==> config.mk <==
export PLATFORM = sky130hd
export DESIGN_NAME = herm_rmv_ctrl_flat
export DESIGN_NICKNAME = d
export VERILOG_FILES = /design/src/rtl/herm_pkg.sv /design/src/rtl/herm_rmv_ctrl_if.sv /design/src/rtl/herm_skid_fifo.sv /design/src/rtl/herm_rmv_ctrl.sv /design/src/flat_wrapper.sv
export SDC_FILE = /design/constraint.sdc
export NUM_CORES = 1
export LEC_CHECK = 0
export BUFFER_PORTS_ARGS = -buffer_cell sky130_fd_sc_hd__buf_4
export CAP_MARGIN = 5
export CELL_PAD_IN_SITES_DETAIL_PLACEMENT = 0
export CELL_PAD_IN_SITES_GLOBAL_PLACEMENT = 1
export CORE_MARGIN = 1.5
export CORE_UTILIZATION = 41
export DETAILED_ROUTE_END_ITERATION = 8
export PLACE_DENSITY = 0.73
export SYNTH_ARGS = -nofsm -noshare
export SYNTH_HDL_FRONTEND = slang
export SYNTH_SLANG_ARGS = --single-unit
export TNS_END_PERCENT = 1
==> constraint.sdc <==
create_clock -name clk -period 2.1 [get_ports clk]
set_input_delay 0.315 -clock clk [delete_from_list [all_inputs] [get_ports clk]]
set_output_delay 0.315 -clock clk [all_outputs]
set_load 0.02 [all_outputs]
==> src/rtl/herm_pkg.sv <==
// Shared constants and state encoding for the Hermitian-remover datapath.
// Also used by the remover and demapper blocks.
package herm_pkg;

    localparam int FFT_POINT = 64;
    localparam int SYM_NUM   = 8;
    localparam int ACTIVE_SC = 28;
    localparam int IN_LEN    = FFT_POINT * SYM_NUM;
    localparam int OUT_LEN   = ACTIVE_SC * SYM_NUM;
    localparam int IN_CNT_W  = $clog2(IN_LEN);
    localparam int OUT_CNT_W = $clog2(OUT_LEN);
    localparam int PTR_W     = 9;

    typedef enum logic [2:0] {
        ST_INIT     = 3'd0,
        ST_IDLE     = 3'd1,
        ST_LOAD     = 3'd2,
        ST_WAIT_RMV = 3'd3,
        ST_DRAIN    = 3'd4,
        ST_FLUSH    = 3'd5,
        ST_REARM    = 3'd6
    } herm_state_e;

endpackage

==> src/rtl/herm_rmv_ctrl_if.sv <==
// FFT input stream, remover side-band and downstream stream of the burst sequencer.
// master = sequencer view, slave = surrounding logic view.
interface herm_rmv_ctrl_if
    import herm_pkg::*;
#(
    parameter int DATA_W = 16
) ();
    logic              fft_valid;
    logic              fft_ready;
    logic [DATA_W-1:0] fft_data;
    logic [DATA_W-1:0] rmv_din;
    logic              rmv_wren;
    logic              rmv_tx_done;
    logic [PTR_W-1:0]  rmv_read_ptr;
    logic              rmv_out_full;
    logic [DATA_W-1:0] rmv_dout;
    logic [DATA_W-1:0] m_data;
    logic              m_valid;
    logic              m_ready;
    logic              m_last;
    logic              busy;
    logic              err_timeout;

    modport master (
        input  fft_valid, fft_data, rmv_out_full, rmv_dout, m_ready,
        output fft_ready, rmv_din, rmv_wren, rmv_tx_done, rmv_read_ptr,
               m_data, m_valid, m_last, busy, err_timeout
    );

    modport slave (
        output fft_valid, fft_data, rmv_out_full, rmv_dout, m_ready,
        input  fft_ready, rmv_din, rmv_wren, rmv_tx_done, rmv_read_ptr,
               m_data, m_valid, m_last, busy, err_timeout
    );
endinterface

==> src/rtl/herm_skid_fifo.sv <==
// Small skid FIFO with occupancy count, head presented combinationally.
// Latency: a pushed word is visible at dout the cycle after the push.
// Backpressure: none internally; the writer must never push when full.
module herm_skid_fifo #(
    parameter int WIDTH = 17,
    parameter int DEPTH = 4
) (
    input  logic                         clk,
    input  logic                         rst,
    input  logic                         push,
    input  logic [WIDTH-1:0]             din,
    input  logic                         pop,
    output logic [WIDTH-1:0]             dout,
    output logic                         empty,
    output logic [$clog2(DEPTH+1)-1:0]   count
);
    localparam int PTR_W = (DEPTH > 1) ? $clog2(DEPTH) : 1;

    logic [WIDTH-1:0] mem [DEPTH];
    logic [PTR_W-1:0] wr_ptr;
    logic [PTR_W-1:0] rd_ptr;

    function automatic logic [PTR_W-1:0] ptr_inc(input logic [PTR_W-1:0] p);
        return (p == PTR_W'(DEPTH - 1)) ? '0 : p + 1'b1;
    endfunction

    always_ff @(posedge clk) begin
        if (push) begin
            mem[wr_ptr] <= din;
        end
    end

    always_ff @(posedge clk) begin
        if (rst) begin
            wr_ptr <= '0;
            rd_ptr <= '0;
            count  <= '0;
        end else begin
            if (push) wr_ptr <= ptr_inc(wr_ptr);
            if (pop)  rd_ptr <= ptr_inc(rd_ptr);
            case ({push, pop})
                2'b10:   count <= count + 1'b1;
                2'b01:   count <= count - 1'b1;
                default: count <= count;
            endcase
        end
    end

    assign dout  = mem[rd_ptr];
    assign empty = (count == '0);

endmodule

==> src/rtl/herm_rmv_ctrl.sv <==
// Burst sequencer: loads one burst into the Hermitian remover, drains its kept bins downstream, re-arms it.
// Latency: rmv_din/rmv_wren one cycle after each FFT handshake; read data enters the skid FIFO RD_LAT cycles after its read_ptr.
// Backpressure: reads issue only with FIFO credit, so m_ready stalls never drop or duplicate samples; fft_ready low outside LOAD.
module herm_rmv_ctrl
    import herm_pkg::*;
#(
    parameter int DATA_W  = 16,
    parameter int RD_LAT  = 3,
    parameter int TIMEOUT = 1024
) (
    input  logic            clk,
    input  logic            rst,
    herm_rmv_ctrl_if.master bus
);
    localparam int FIFO_DEPTH = RD_LAT + 1;
    localparam int CNT_W      = $clog2(FIFO_DEPTH + 1);
    localparam int WAIT_W     = $clog2(TIMEOUT);
    // Token positions younger than RD_LAT-1 mean read_ptr has not yet been held RD_LAT cycles.
    localparam logic [RD_LAT-1:0] RECENT = {RD_LAT{1'b1}} >> 1;

    herm_state_e          state, state_n;
    logic [IN_CNT_W-1:0]  in_cnt;
    logic [OUT_CNT_W-1:0] rd_cnt;
    logic [WAIT_W-1:0]    wait_cnt;
    logic [RD_LAT-1:0]    tok;
    logic [RD_LAT-1:0]    tok_last;
    logic [CNT_W-1:0]     fifo_cnt;
    logic [DATA_W:0]      fifo_head;
    logic                 fifo_empty;
    logic                 fft_hs, in_last, rd_last, tmo, credit_ok, issue, pop;

    assign fft_hs    = bus.fft_valid && bus.fft_ready;
    assign in_last   = (in_cnt == IN_CNT_W'(IN_LEN - 1));
    assign rd_last   = (rd_cnt == OUT_CNT_W'(OUT_LEN - 1));
    assign tmo       = (wait_cnt == WAIT_W'(TIMEOUT - 1));
    assign credit_ok = (int'(fifo_cnt) + $countones(tok)) < FIFO_DEPTH;
    assign issue     = (state == ST_DRAIN) && ((tok & RECENT) == '0) && credit_ok;
    assign pop       = !fifo_empty && bus.m_ready;

    always_comb begin
        state_n = state;
        case (state)
            ST_INIT:     state_n = ST_IDLE;
            ST_IDLE:     if (bus.fft_valid) state_n = ST_LOAD;
            ST_LOAD:     if (fft_hs && in_last) state_n = ST_WAIT_RMV;
            ST_WAIT_RMV: begin
                if (bus.rmv_out_full) state_n = ST_DRAIN;
                else if (tmo)         state_n = ST_REARM;
            end
            ST_DRAIN:    if (issue && rd_last) state_n = ST_FLUSH;
            ST_FLUSH:    if ((tok == '0) && fifo_empty) state_n = ST_REARM;
            ST_REARM:    state_n = ST_IDLE;
            default:     state_n = ST_INIT;
        endcase
    end

    always_ff @(posedge clk) begin
        if (rst) begin
            state            <= ST_INIT;
            in_cnt           <= '0;
            rd_cnt           <= '0;
            wait_cnt         <= '0;
            tok              <= '0;
            tok_last         <= '0;
            bus.rmv_din      <= '0;
            bus.rmv_wren     <= 1'b0;
            bus.rmv_tx_done  <= 1'b0;
            bus.rmv_read_ptr <= '0;
            bus.err_timeout  <= 1'b0;
        end else begin
            state           <= state_n;
            bus.rmv_wren    <= fft_hs;
            bus.rmv_tx_done <= (state == ST_INIT) || (state == ST_REARM);
            wait_cnt        <= (state == ST_WAIT_RMV) ? wait_cnt + 1'b1 : '0;
            tok             <= (tok << 1) | RD_LAT'(issue);
            tok_last        <= (tok_last << 1) | RD_LAT'(issue && rd_last);
            if (fft_hs) begin
                bus.rmv_din <= bus.fft_data;
                in_cnt      <= in_last ? '0 : in_cnt + 1'b1;
            end
            if ((state == ST_WAIT_RMV) && !bus.rmv_out_full && tmo) begin
                bus.err_timeout <= 1'b1;
            end
            if (issue) begin
                bus.rmv_read_ptr <= PTR_W'(rd_cnt);
                rd_cnt           <= rd_last ? '0 : rd_cnt + 1'b1;
            end
        end
    end

    herm_skid_fifo #(
        .WIDTH (DATA_W + 1),
        .DEPTH (FIFO_DEPTH)
    ) u_fifo (
        .clk   (clk),
        .rst   (rst),
        .push  (tok[RD_LAT-1]),
        .din   ({tok_last[RD_LAT-1], bus.rmv_dout}),
        .pop   (pop),
        .dout  (fifo_head),
        .empty (fifo_empty),
        .count (fifo_cnt)
    );

    assign bus.fft_ready = (state == ST_LOAD);
    assign bus.busy      = (state != ST_IDLE) && (state != ST_INIT);
    assign bus.m_valid   = !fifo_empty;
    assign bus.m_data    = fifo_empty ? '0 : fifo_head[DATA_W-1:0];
    assign bus.m_last    = !fifo_empty && fifo_head[DATA_W];

endmodule

==> src/flat_wrapper.sv <==
// flat-port wrapper written by rule: the top's interface ports become plain ports
module herm_rmv_ctrl_flat import herm_pkg::*;
#(
    parameter int DATA_W  = 16,
    parameter int RD_LAT  = 3,
    parameter int TIMEOUT = 1024
)
  (clk, rst, bus_fft_valid, bus_fft_data, bus_rmv_out_full, bus_rmv_dout, bus_m_ready, bus_fft_ready, bus_rmv_din, bus_rmv_wren, bus_rmv_tx_done, bus_rmv_read_ptr, bus_m_data, bus_m_valid, bus_m_last, bus_busy, bus_err_timeout);
  herm_rmv_ctrl_if #(.DATA_W(DATA_W)) bus_i ();
  input  logic clk;
  input  logic rst;
  input wire logic [$bits(bus_i.fft_valid)-1:0] bus_fft_valid;
  input wire logic [$bits(bus_i.fft_data)-1:0] bus_fft_data;
  input wire logic [$bits(bus_i.rmv_out_full)-1:0] bus_rmv_out_full;
  input wire logic [$bits(bus_i.rmv_dout)-1:0] bus_rmv_dout;
  input wire logic [$bits(bus_i.m_ready)-1:0] bus_m_ready;
  output wire logic [$bits(bus_i.fft_ready)-1:0] bus_fft_ready;
  output wire logic [$bits(bus_i.rmv_din)-1:0] bus_rmv_din;
  output wire logic [$bits(bus_i.rmv_wren)-1:0] bus_rmv_wren;
  output wire logic [$bits(bus_i.rmv_tx_done)-1:0] bus_rmv_tx_done;
  output wire logic [$bits(bus_i.rmv_read_ptr)-1:0] bus_rmv_read_ptr;
  output wire logic [$bits(bus_i.m_data)-1:0] bus_m_data;
  output wire logic [$bits(bus_i.m_valid)-1:0] bus_m_valid;
  output wire logic [$bits(bus_i.m_last)-1:0] bus_m_last;
  output wire logic [$bits(bus_i.busy)-1:0] bus_busy;
  output wire logic [$bits(bus_i.err_timeout)-1:0] bus_err_timeout;
  assign bus_i.fft_valid = bus_fft_valid;
  assign bus_i.fft_data = bus_fft_data;
  assign bus_i.rmv_out_full = bus_rmv_out_full;
  assign bus_i.rmv_dout = bus_rmv_dout;
  assign bus_i.m_ready = bus_m_ready;
  assign bus_fft_ready = bus_i.fft_ready;
  assign bus_rmv_din = bus_i.rmv_din;
  assign bus_rmv_wren = bus_i.rmv_wren;
  assign bus_rmv_tx_done = bus_i.rmv_tx_done;
  assign bus_rmv_read_ptr = bus_i.rmv_read_ptr;
  assign bus_m_data = bus_i.m_data;
  assign bus_m_valid = bus_i.m_valid;
  assign bus_m_last = bus_i.m_last;
  assign bus_busy = bus_i.busy;
  assign bus_err_timeout = bus_i.err_timeout;
  herm_rmv_ctrl #(.DATA_W(DATA_W), .RD_LAT(RD_LAT), .TIMEOUT(TIMEOUT)) u_core (.clk(clk), .rst(rst), .bus(bus_i));
endmodule
==> results of run 1 <==
[sequential cells by signal, indices dropped and copies added, names as in the netlist, named ones only]
register and cells:
u_core.u_fifo.mem 68, u_core.bus.rmv_din 16, u_core.wait_cnt 10, u_core.in_cnt 9, u_core.bus.rmv_read_ptr 8, u_core.rd_cnt 8, u_core.state 3, u_core.tok 3
u_core.tok_last 3, u_core.u_fifo.count 3, u_core.u_fifo.rd_ptr 2, u_core.u_fifo.wr_ptr 2, u_core.bus.err_timeout 1, u_core.bus.rmv_tx_done 1, u_core.bus.rmv_wren 1
[logic make-up after synthesis]
logic type	after synthesis
adders and majority gates	15
xor gates and xnor gates	16
other	1
AOI/OAI and AO/OA	52
muxes	27
DFF	140
buffers and inverters	34
and+or+nand+nor	166
[routing by layer]
layer,share of wire (%),vias to the layer above,wire length (um),GRT usage [%]
met4,1.3,0,143,6.77
met1,46,1826,5090,21.2
met5,0,-,0,0
li1,-,1829,-,-
met2,49,56,5390,25.6
met3,3.4,13,373,4.71
[power groups by stage]
| stage | Clock, mW | Sequential, mW | Combinational (mW) |
|---|---|---|---|
| finish | 3.32 | 2.91 | 0.321 |
| global route | 3.51 | 2.91 | 0.353 |
| CTS | 3.39 | 2.91 | 0.322 |
| detailed placement | 0 | 2.97 | 0.318 |
| global placement | 0 | 2.97 | 0.313 |
| floorplan | 0 | 2.99 | 0.147 |
[critical path, cell delays in order (launching register included)]
cell     delay [ps]
dfxtp_4         400
buf_8           140
mux4_2          500
and2_4          170
buf_6           120
[repair_timing]
item,in CTS,in global routing
hold buffers,0,0
pin swaps,0,5
endpoints found under the setup margin,18,30
buffers inserted,0,2
cloned,1,0
resized for setup,24,31
[final cells by class]
type                            instances  area (sq um)  share of cell area, %
Multi-Input combinational cell        277          2050                   27.6
Timing Repair Buffer                  109           935                   12.6
Clock buffer                           22           485                   6.55
Sequential cell                       140          3490                   47.1
Tap cell                              176           220                   2.97
Clock inverter                         10           184                   2.48
Inverter                               13          48.8                  0.658
[layout by cell type, fill, tap and decap left out, drive strengths merged, types with 10 or more instances in the layout]
master,synthesis,layout
a21oi,36,36
and2,22,22
buf,9,109
clkbuf,12,22
dfxtp,72,72
edfxtp,68,68
ha,14,14
inv,13,13
mux2i,10,10
mux4,17,17
nand2,49,49
nor2,38,38
xor2,11,11
[worst max path at each step]
stage	startpoint	endpoint	slack [ps]
final	flip-flop	bus_m_data[1]	30
after global routing	u_core.tok[1]$_SDFF_PP0_	u_core.rd_cnt[3]$_SDFFE_PP0P_	-60
after CTS	flip-flop	bus_m_data[13]	-7
after detailed placement	u_core.tok[0]$_SDFF_PP0_	u_core.rd_cnt[3]$_SDFFE_PP0P_	9
after global placement	u_core.tok[0]$_SDFF_PP0_	u_core.rd_cnt[3]$_SDFFE_PP0P_	60
after floorplan	u_core.tok[0]$_SDFF_PP0_	u_core.rd_cnt[6]$_SDFFE_PP0P_	180
[through the flow]
step	hold slack [ps]	power, mW	cells	TNS, ps	cell area (sq um)
after floorplan	413	3.14	451	0	5590
after global placement	421	3.28	712	0	6520
after detailed placement	431	3.29	712	0	6520
after CTS	78.8	6.62	745	-10.0	7290
after global routing	80.0	6.78	747	-213	7410
final	99.6	6.55	747	0	7410
==> flow_summary.json, run 1 <==
{
  "rsz0062_at_grt": "true",
  "p_leak_nw": 2.81,
  "rr_worst_depth": 8,
  "min_path_cells": 1,
  "p_clk_share_pct": 50.6,
  "wirelength_um": 11000,
  "die_w_um": 120,
  "rows": 42,
  "yosysWarnings": 0,
  "clock_path_buffers": 2,
  "drtPass1Iterations": 6,
  "netlist_area_sq_um": 5590,
  "synthCells": 451,
  "startpoint_type": "flip-flop",
  "hp-start": "bus_rmv_dout[14]",
  "period_share_pct": 98.5,
  "slew_headroom_pct": 38.7,
  "grt.total_usage_pct": 16.3,
  "clk_pin_slew_worst_paths_ps": 60,
  "critical_path_required_ps": 1780,
  "synth_common_cells": "dfxtp_1 (72), edfxtp_1 (68), nand2_1 (49), nor2_1 (38), a21oi_1 (36)",
  "synth_xor_area_share_pct": 2.51,
  "synth_top_family_by_area": "simple AND/OR/NAND/NOR gates",
  "hp-class": "in2reg",
  "grt_overflow": 0,
  "via_per_inst": 4.99,
  "synth_edf_count": 68,
  "antenna_cells": 0,
  "grt_pass1_vias": 3678,
  "ctsRootBufferMaster": "clkbuf_16",
  "fin_skew_ps": 5.74,
  "syn_avg_cell_area_sq_um": 12.4,
  "gp_congestion": 0.774,
  "hold_viol": 0,
  "outcome": "completed",
  "grt_max_degree": 27,
  "synth-compound-area-share_pct": 5.06,
  "antenna_left": 0,
  "ys_async_sr_fraction_pct": 0,
  "nets": 610,
  "crit-reg2reg-launch": "u_core.tok[1]$_SDFF_PP0_",
  "crit_type": "reg2out",
  "drive_gt1_share_pct": 33.3,
  "r2r-end": "u_core.rd_cnt[3]$_SDFFE_PP0P_",
  "p_per_area_nw_per_um2": 884,
  "dieHeight_um": 120,
  "p_int_mw": 5.28,
  "post_drt_wl_per_cell_um": 14.7,
  "drc_errors": 0,
  "cts_tree": "built",
  "io_pins": 85,
  "worstPathArrival_ps": 1750,
  "netlist_top_cells_area": "edfxtp_1 (37%), dfxtp_1 (26%), mux4_2 (6.9%)",
  "rrSetupSlack_ps": 50,
  "synth_mux_area_share_pct": 8.64,
  "critPathMaxFanout": 5,
  "min_to": "u_core.u_fifo.mem[3][14]$_DFFE_PP_",
  "num_vias": 3724,
  "finalSetupViolCount": 0,
  "clk_latency_ps": 410,
  "fill_cells": 1122,
  "synth_fa_ha_area_share_pct": 3.49,
  "initial_core_util_pct": 42.0,
  "setup_ws_ps": 32.0,
  "seq_power_share_pct": 44.4,
  "die_area_sq_um": 14300,
  "io_buffers": 83,
  "clock_sinks": 140,
  "grt_pass1_wl_um": 18100,
  "cts_buffers": 17,
  "placeableCoreArea_sq_um": 13300,
  "drt_iter0_drc": 126,
  "worst_slew_pin_slew_ps": 919,
  "ys_types": 47,
  "synthFlopType": "dfxtp_1",
  "yosysMostFrequentCell": "dfxtp_1",
  "dp_hpwl_um": 7360,
  "syn_nets": 503,
  "antenna_found_initial": 0,
  "yosys_register_bits": 140,
  "fmax_mhz": 484,
  "cts_htree_levels": 4,
  "timing_max_transition_violations_final": 0,
  "worstSetupEndpointType": "output port",
  "power_frac_comb_pct": 4.9,
  "post-place-ws_ps": 9.23,
  "area_delta_synth_final_pct": 32.6,
  "utilization_pct": 55.8,
  "yosys.area.top_type": "edfxtp_1",
  "p_switching_mw": 1.27,
  "post-route-min-period_ps": 2070,
  "yosys.area_share.simple_pct": 15.3,
  "ir_drop_uv": 361,
  "ys_seq_area_share_pct": 62.3,
  "swShare_pct": 19.4,
  "netlist.area_leader.share_pct": 36.5,
  "cap_violations": 0
}
(Power assumes the default switching activity.)
==> run 2: changes to the inputs <==
--- a/config.mk
+++ b/config.mk
@@ -13,6 +13,7 @@
 export CORE_UTILIZATION = 41
 export DETAILED_ROUTE_END_ITERATION = 8
 export PLACE_DENSITY = 0.73
+export REMOVE_ABC_BUFFERS = 1
 export SYNTH_ARGS = -nofsm -noshare
 export SYNTH_HDL_FRONTEND = slang
 export SYNTH_SLANG_ARGS = --single-unit
==> flow_summary.json, run 2 (synthesis results as in run 1) <==
{
  "largest_reg_flops": 68,
  "nets": 606,
  "worstPathArrival_ps": 1790,
  "antenna_found_initial": 0,
  "io_buffers": 83,
  "fmax_mhz": 474,
  "fin_skew_ps": 7.60,
  "hp-start": "bus_rmv_dout[11]",
  "rsz0062_at_grt": "true",
  "die_area_sq_um": 14300,
  "period_share_pct": 100,
  "rows": 42,
  "dieHeight_um": 120,
  "via_per_inst": 4.94,
  "ctsRootBufferMaster": "clkbuf_16",
  "hold_viol": 0,
  "placeableCoreArea_sq_um": 13300,
  "stdcell_count": 743,
  "layout_common_cells": "buf_4 (85), dfxtp_1 (70), edfxtp_1 (68), nand2_1 (49), nor2_1 (38)",
  "startpoint_type": "flip-flop",
  "layout_commonest_cell": "buf_4",
  "cts_tree": "built",
  "num_vias": 3673,
  "cts_buffers": 17,
  "cap_violations": 0,
  "crit_type": "reg2out",
  "worstSetupEndpointType": "output port",
  "antenna_cells": 0,
  "clk_pin_slew_worst_paths_ps": 60,
  "wirelength_um": 10900,
  "design_area_sq_um": 7300,
  "worst_slew_pin_slew_ps": 922,
  "post-route-min-period_ps": 2110,
  "timing_max_transition_violations_final": 0,
  "io_pins": 85,
  "area_delta_synth_final_pct": 30.6,
  "crit-reg2reg-launch": "u_core.tok[0]$_SDFF_PP0_",
  "p_per_area_nw_per_um2": 848,
  "grt_overflow": 0,
  "die_w_um": 120,
  "critical_path_required_ps": 1780,
  "drtPass1Iterations": 4,
  "dp_hpwl_um": 6990,
  "finalSetupViolCount": 2,
  "grt_max_degree": 42,
  "hp-class": "in2reg",
  "clk_latency_ps": 420,
  "dpl.cell_count": 706,
  "gp_congestion": 0.729,
  "ir_drop_uv": 473,
  "outcome": "finished with violations",
  "placed_area_sq_um": 6480,
  "drc_errors": 0,
  "p_leak_nw": 2.76,
  "grt_pass1_vias": 3750,
  "slowest_stage": "mux4_2",
  "drt_iter0_drc": 266,
  "drive_gt1_share_pct": 32.1,
  "cts_htree_levels": 4,
  "antenna_left": 0,
  "post_drt_wl_per_cell_um": 14.6,
  "biggestRegsByFlops": "u_core.u_fifo.mem x68, u_core.bus.rmv_din x16, u_core.wait_cnt x10",
  "grt.total_usage_pct": 16.4,
  "clock_sinks": 140,
  "clock_path_buffers": 2,
  "violations": "setup timing",
  "largest-register": "u_core.u_fifo.mem",
  "setup_ws_ps": -7.52,
  "cpPeakStageDelay_ps": 520,
  "initial_core_util_pct": 42.0,
  "critPathMaxFanout": 5,
  "crit_chain": "buf_12, mux4_2, and2_4, buf_6",
  "grt_pass1_wl_um": 18200,
  "slew_headroom_pct": 38.5
}
[run 2: cell count changes in the layout (fill, tap and decap cells not counted), sizes merged]
cell / previous run / this run
bufinv: 5 / 2
inv: 13 / 17
clkinvlp: 2 / 1
clkinv: 3 / 8
buf: 109 / 104
clkbuf: 22 / 18
[run 2: final timing paths]
kind / end / slack (ps) / depth (start not counted)
worst max-delay path: bus_m_data[6] / -8 / 4
worst min-delay path: u_core.u_fifo.mem[2][11]$_DFFE_PP_ / 90 / 1
worst max register to register: u_core.rd_cnt[5]$_SDFFE_PP0P_ / 190 / 7
worst min register to register: u_core.tok_last[2]$_SDFF_PP0_ / 440 / 1
[run 2: layout make-up]
| type | count | area (sq um) |
|---|---|---|
| Sequential cell | 140 | 3490 |
| Tap cell | 176 | 220 |
| Clock buffer | 17 | 425 |
| Multi-Input combinational cell | 277 | 2050 |
| Clock inverter | 15 | 165 |
| Fill cell | 1160 | 6000 |
| Inverter | 13 | 48.8 |
| Timing Repair Buffer | 105 | 902 |
[run 2: per-layer routing]
layer	GRT usage (%)	vias to the layer above	part of all wire, %
met5	0	-	0
met4	8.11	0	1.6
met3	3.99	14	3.9
met2	26.6	71	50
met1	20.6	1773	45
li1	-	1815	-
[run 2: what timing repair did]
action,4_1_cts,5_1_grt
setup buffers,3,0
cloned,1,1
gates resized for setup,27,16
setup endpoints to repair,21,32
hold buffers,0,0
pin swaps,3,2
[run 2: where the power goes]
group | leakage, nW | internal [mW] | total (mW) | switching [mW]
clock | 0.289 | 1.77 | 2.96 | 1.19
combinational | 1.28 | 0.154 | 0.320 | 0.166
sequential | 1.19 | 2.89 | 2.91 | 0.0252
[run 2: metrics by stage]
step                      setup TNS, ps  util [%]  setup slack (ps)  hold slack (ps)  total power [mW]
final                             -12.1      54.9             -7.52             93.7              6.19
after global routing               -601      54.9             -60.1             82.0              6.42
after floorplan                    -523         -              -143              382              3.11
after global placement                0      48.7              34.5              419              3.28
after detailed placement           -174      48.7             -93.9              426              3.28
after CTS                          -154      54.2             -50.9             74.8              6.26
[run 2: worst max-delay path: cells and delay by family, from the launching register on]
| kind | cells | cell delay [ps] |
|---|---|---|
| buf+inv | 2 | 260 |
| flops | 1 | 410 |
| mux | 1 | 520 |
| simple gates | 1 | 180 |
